$ cat src/rtl/accel_ctrl.sv
// rtl/accel_ctrl.sv - frame buffer controller: receive frame, run engine, stream results
// Header word selects FFT/FIR/passthrough; the buffer is shared with the engine for in-place compute.
module accel_ctrl #(
    parameter int DW      = 16,
    parameter int DEPTH   = 128,
    parameter int TIMEOUT = 4096
) (
    input  logic                     clk,
    input  logic                     rstb,
    input  logic [DW-1:0]            data_in,
    input  logic                     data_in_valid,
    output logic                     data_in_ready,
    output logic [DW-1:0]            data_out,
    output logic                     data_out_valid,
    input  logic                     data_out_ready,
    output logic                     eng_start,
    output logic [1:0]               eng_mode,
    output logic [7:0]               eng_len,
    input  logic                     eng_done,
    input  logic [$clog2(DEPTH)-1:0] eng_rd_addr,
    output logic [DW-1:0]            eng_rd_data,
    input  logic                     eng_wr_en,
    input  logic [$clog2(DEPTH)-1:0] eng_wr_addr,
    input  logic [DW-1:0]            eng_wr_data,
    output logic                     core_busy,
    output logic                     err,
    output logic [1:0]               err_code
);
    localparam int AW = $clog2(DEPTH);
    localparam int CW = AW + 1;
    localparam int TW = $clog2(TIMEOUT) + 1;

    typedef enum logic [2:0] {S_IDLE, S_RECV, S_START, S_COMPUTE, S_XMIT} state_t;

    state_t          r_state;
    state_t          w_next;
    logic [DW-1:0]   r_mem [DEPTH];
    logic [CW-1:0]   r_cnt;
    logic [TW-1:0]   r_tmo;
    logic [1:0]      r_mode;
    logic [7:0]      r_len;
    logic [DW-1:0]   r_dout;
    logic            r_dout_valid;
    logic [1:0]      r_err_code;

    logic            w_in_ready;
    logic            w_in_fire;
    logic            w_start;
    logic            w_err;
    logic [1:0]      w_err_code;
    logic            w_hdr_ok;
    logic            w_cnt_last;
    logic            w_tmo_hit;
    logic            w_mem_we;
    logic [AW-1:0]   w_mem_addr;
    logic [DW-1:0]   w_mem_wdata;
    logic [AW-1:0]   w_rd_next;

    assign w_in_fire  = data_in_valid & w_in_ready;
    assign w_cnt_last = (32'(r_cnt) == {24'd0, r_len});
    assign w_tmo_hit  = (r_tmo == TW'(TIMEOUT - 1));
    assign w_rd_next  = r_cnt[AW-1:0] + AW'(1);

    always_ff @(posedge clk or negedge rstb) begin
        if (!rstb) begin
            r_state <= S_IDLE;
        end else begin
            r_state <= w_next;
        end
    end

    always_comb begin
        w_next      = r_state;
        w_in_ready  = 1'b0;
        w_start     = 1'b0;
        w_err       = 1'b0;
        w_err_code  = r_err_code;
        w_hdr_ok    = 1'b0;
        w_mem_we    = 1'b0;
        w_mem_addr  = r_cnt[AW-1:0];
        w_mem_wdata = data_in;
        case (r_state)
            S_IDLE: begin
                w_in_ready = 1'b1;
                if (data_in_valid) begin
                    // Mode check outranks the length check when both are bad.
                    if (data_in[1:0] == 2'b11) begin
                        w_err      = 1'b1;
                        w_err_code = 2'b01;
                    end else if ({24'd0, data_in[9:2]} >= 32'(DEPTH)) begin
                        w_err      = 1'b1;
                        w_err_code = 2'b10;
                    end else begin
                        w_hdr_ok = 1'b1;
                        w_next   = S_RECV;
                    end
                end
            end
            S_RECV: begin
                w_in_ready = 1'b1;
                if (data_in_valid) begin
                    w_mem_we = 1'b1;
                    if (w_cnt_last) begin
                        w_next = (r_mode == 2'b10) ? S_XMIT : S_START;
                    end
                end
            end
            S_START: begin
                w_start = 1'b1;
                w_next  = S_COMPUTE;
            end
            S_COMPUTE: begin
                w_mem_we    = eng_wr_en;
                w_mem_addr  = eng_wr_addr;
                w_mem_wdata = eng_wr_data;
                if (eng_done) begin
                    w_next = S_XMIT;
                end else if (w_tmo_hit) begin
                    w_err      = 1'b1;
                    w_err_code = 2'b11;
                    w_next     = S_IDLE;
                end
            end
            S_XMIT: begin
                if (r_dout_valid && data_out_ready && w_cnt_last) begin
                    w_next = S_IDLE;
                end
            end
            default: w_next = S_IDLE;
        endcase
    end

    always_ff @(posedge clk) begin
        if (w_mem_we) begin
            r_mem[w_mem_addr] <= w_mem_wdata;
        end
    end

    always_ff @(posedge clk or negedge rstb) begin
        if (!rstb) begin
            r_cnt        <= '0;
            r_tmo        <= '0;
            r_mode       <= '0;
            r_len        <= '0;
            r_dout       <= '0;
            r_dout_valid <= 1'b0;
            r_err_code   <= '0;
        end else begin
            r_err_code <= w_err_code;
            case (r_state)
                S_IDLE: begin
                    if (w_hdr_ok) begin
                        r_mode <= data_in[1:0];
                        r_len  <= data_in[9:2];
                        r_cnt  <= '0;
                    end
                end
                S_RECV: begin
                    if (w_in_fire) begin
                        r_cnt <= w_cnt_last ? '0 : r_cnt + CW'(1);
                    end
                end
                S_START: r_tmo <= '0;
                S_COMPUTE: begin
                    r_tmo <= r_tmo + TW'(1);
                    if (eng_done) begin
                        r_cnt <= '0;
                    end
                end
                S_XMIT: begin
                    // First XMIT cycle only loads word 0, so engine write-backs landing with eng_done are seen.
                    if (!r_dout_valid) begin
                        r_dout       <= r_mem[r_cnt[AW-1:0]];
                        r_dout_valid <= 1'b1;
                    end else if (data_out_ready) begin
                        if (w_cnt_last) begin
                            r_dout_valid <= 1'b0;
                        end else begin
                            r_cnt  <= r_cnt + CW'(1);
                            r_dout <= r_mem[w_rd_next];
                        end
                    end
                end
                default: ;
            endcase
        end
    end

    assign data_in_ready  = w_in_ready;
    assign data_out       = r_dout;
    assign data_out_valid = r_dout_valid;
    assign eng_start      = w_start;
    assign eng_mode       = r_mode;
    assign eng_len        = r_len;
    assign eng_rd_data    = r_mem[eng_rd_addr];
    assign core_busy      = (r_state != S_IDLE);
    assign err            = w_err;
    assign err_code       = w_err_code;

endmodule
$ cat config.mk
export PLATFORM = sky130hd
export DESIGN_NAME = accel_ctrl
export DESIGN_NICKNAME = d
export VERILOG_FILES = /design/src/rtl/accel_ctrl.sv
export SDC_FILE = /design/constraint.sdc
export NUM_CORES = 2
export LEC_CHECK = 0
export CELL_PAD_IN_SITES_DETAIL_PLACEMENT = 0
export CELL_PAD_IN_SITES_GLOBAL_PLACEMENT = 1
export CORE_MARGIN = 2
export CORE_UTILIZATION = 57
export CTS_CLUSTER_SIZE = 20
export DETAILED_ROUTE_END_ITERATION = 7
export PLACE_DENSITY = 0.89
export SLEW_MARGIN = 20
export SYNTH_ARGS = -nofsm -noshare
export SYNTH_HDL_FRONTEND = slang
export SYNTH_SLANG_ARGS = --single-unit
$ cat constraint.sdc
create_clock -name clk -period 5.6 [get_ports clk]
set_clock_uncertainty 0.1 [all_clocks]
set_input_delay 1.12 -clock clk [delete_from_list [all_inputs] [get_ports clk]]
set_output_delay 1.12 -clock clk [all_outputs]
set_load 0.05 [all_outputs]
==> flow_summary.toml <==
[outcome]
status = "complete, but fails checks"
violations = "DRC"

[floorplan]
coreArea_um2 = 199900
num_io_pins = 101
fp.dieH_um = 452.4
start_util_pct = 57.34
die_area_um2 = 204600
num_rows = 164
fp.dieW_um = 452.4

[placed_design]
gp_congestion = 1.014
dpl.hpwl_mm = 254.2
dp_slack_ns = 0.1232
port_buffers = 100

[final_layout]
synthToLayoutAreaGrowth_pct = 11.62
final_common_cell = "edfxtp_1"
final-seq-area_um2 = 62850
fin_nets = 6219
final_cell_mix = "edfxtp_1, mux4_2, mux2i_1, buf_4, nand2_1"
num-fill-cells = 13000
fin_util_pct = 64.00
multiInputGateArea_um2 = 49380
drive_above_1_share_pct = 41.36

[global_routing]
grt_pass1_wl_mm = 585.1
grt_pass1_vias = 73480
grt-ovfl-total = 0
grt_max_degree = 130
grt.total_usage_pct = 41.86
antenna_found_initial = 50

[synthesis]
synth_cell_type_count = 67
ys_seq_area_share_pct = 54.82
synth_flop_cell = "edfxtp_1"
ys_warn_count = 0
netlist_instances = 5996
syn-num-nets = 6050
syn-cell-area_um2 = 114600
synth_edf_count = 2048
synth_seq_cells = 2101
yosys.area.top_type = "edfxtp_1"
synth_top_area_share_pct = 53.67
synth_area_leaders = "edfxtp_1, mux4_2, mux2i_1, dfrtp_1, nand2_1"
syn_avg_cell_area_um2 = 19.11
synthArstFlopShare_pct = 2.523

[setup_path]
crit_path_start_kind = "input pin"
crit_slowest_cell = "mux4_2"
worstPathCellList = "buf_8, buf_12, buf_12, buf_12, mux4_2, mux4_2, mux4_2, mux2_2, buf_4"
reg2regPathDepth = 9
cp-startpoint = "eng_rd_addr[0]"
crit_end = "eng_rd_data[2]"
crit_path_max_fanout = 24
r2r-start = "r_cnt[1]$_DFFE_PN0P_"
cp.required_ns = 4.38
slowest_delay_ns = 0.65
crit_type = "in -> out"
arrival_ns = 4.32
regToRegSetupSlack_ns = 0.72
endpoint_kind = "output port"
r2r_end = "data_out[12]$_DFFE_PN0P_"

[clock_network]
postCtsSetupRepairBufs = 0
clockRootBuffer = "clkbuf_16"
insertion_delay_ns = 0.92
cts.reportedPaths.clkPinSlew_ns = 0.06
tritoncts = "built"
hold_buffers = 0
cts_sinks = 2101
cts_buffer_depth = 3
htreeDepth = 4
cts-resized-gates = 0
cts_buffers = 210

[sta]
setup_violations = 0
finalSetupTns_ns = 0
max_freq_ghz = 0.1804
period_needed_ns = 5.543
finalCritPeriodShare_pct = 98.98
tightest_slew_ns = 1.256
relSlewSlack_pct = 16.13
drv_slew = 0
grt_setup_unrepaired = "no"
worst_slack_ns = 0.05686
hold_ws_ns = 0.3355
hold_viol = 0

[power_and_ir_drop]
seqPwrFrac_pct = 35.1
sw_frac_of_total_pct = 33.36
peakVddDrop_mv = 0.4199
p_comb_share_pct = 38.0
intPower_w = 0.03614
p_leak_nw = 38.79
powerDensity_nw_per_um2 = 423.9
pwr-share-clk_pct = 26.9
p_sw_w = 0.01809

[job]
drv_cap = 0

[detailed_routing]
routed_via_density = 8.573
ant_nets = 0
vias = 77510
drc = 82
routed_wl_mm = 427.8
drtIter0Drc = 16740
wl_per_cell_um = 47.32
dr.pass1.iters = 8

[min_path]
hp-class = "in -> async"
-- metrics by stage --
stage               power, W  area [µm²]  std cells
floorplan            0.03372      114600       5996
global placement     0.03887      120800       8607
detailed placement   0.03920      120800       8607
CTS                  0.05353      127800       8998
global route         0.05524      127800       9001
finish               0.05423      127900       9041
-- critical path, delay by kind of cell --
family | cells | cell delay (ns)
multiplexers | 4 | 2.14
buffers and inverters | 5 | 0.96
-- how the worst min path moves through the flow --
stage / start / endpoint / slack (ns) / cells after the start
floorplan: r_tmo[9]$_DFFE_PN0P_ / r_tmo[9]$_DFFE_PN0P_ / 0.35 / 1
global placement: r_err_code[0]$_DFF_PN0_ / r_err_code[0]$_DFF_PN0_ / 0.36 / 2
detailed placement: r_tmo[10]$_DFFE_PN0P_ / r_tmo[10]$_DFFE_PN0P_ / 0.38 / 1
CTS: rstb / r_state[2]$_DFFE_PN0P_ / 0.36 / 2
global route: rstb / r_tmo[6]$_DFFE_PN0P_ / 0.38 / 2
finish: rstb / r_tmo[6]$_DFFE_PN0P_ / 0.34 / 2
-- power groups by stage --
stage          combinational, W  sequential, W  clock [W]
6_report                 0.0206         0.0191     0.0146
4_1_cts                  0.0200         0.0190     0.0145
5_1_grt                  0.0211         0.0190     0.0151
2_1_floorplan            0.0141         0.0196          0
3_5_place_dp             0.0198         0.0194          0
3_3_place_gp             0.0195         0.0193          0
-- cell families after synthesis --
| group | Yosys count | synth area share, % |
|---|---|---|
| flip-flops | 2101 | 54.82 |
| multiplexers | 2100 | 36.53 |
| AND/OR/NAND/NOR | 654 | 2.450 |
| buffers and inverters | 569 | 2.627 |
| AO/OA/AOI/OAI | 553 | 3.412 |
| XOR/XNOR | 17 | 0.1365 |
| adder cells (fa/ha/maj) | 2 | 0.02183 |
-- layout make-up --
cell class | count | share of cell area (%)
inverters | 15 | 0.04402
diodes | 41 | 0.08021
multi-input cells | 3326 | 38.60
repair buffers | 511 | 4.084
flip-flops and latches | 2101 | 49.13
well taps | 2656 | 2.598
clock buffers | 244 | 4.258
clock inverters | 147 | 1.202
-- cell usage after synthesis (41+ instances only) --
library cell and count:
buf_4 93, nand3_1 72, a21oi_1 90, mux4_2 1643
mux2_2 45, dfrtp_1 53, o21ai_0 85, a221oi_1 57
nor2_1 211, o221ai_1 44, edfxtp_1 2048, clkbuf_1 198
nand2_1 266, mux2i_1 398, buf_1 41, buf_2 183
-- state kept, by name, indices dropped and copies added, names as in the netlist --
name	cells
r_mem	2048
data_out	16
r_tmo	13
eng_len	8
r_cnt	8
r_state	3
eng_mode	2
r_err_code	2
data_out_valid	1
-- routing by layer --
layer | routed length, µm | vias to the layer above | GRT usage (%) | part of all wire [%]
li1 | - | 26920 | - | -
met1 | 123200 | 39180 | 50.56 | 29
met2 | 178200 | 9088 | 56.61 | 42
met3 | 81900 | 2262 | 20.96 | 19
met4 | 43930 | 58 | 33.74 | 10
met5 | 666 | - | 1.003 | 0.16
No activity file was read; power rests on OpenSTA's default activity.
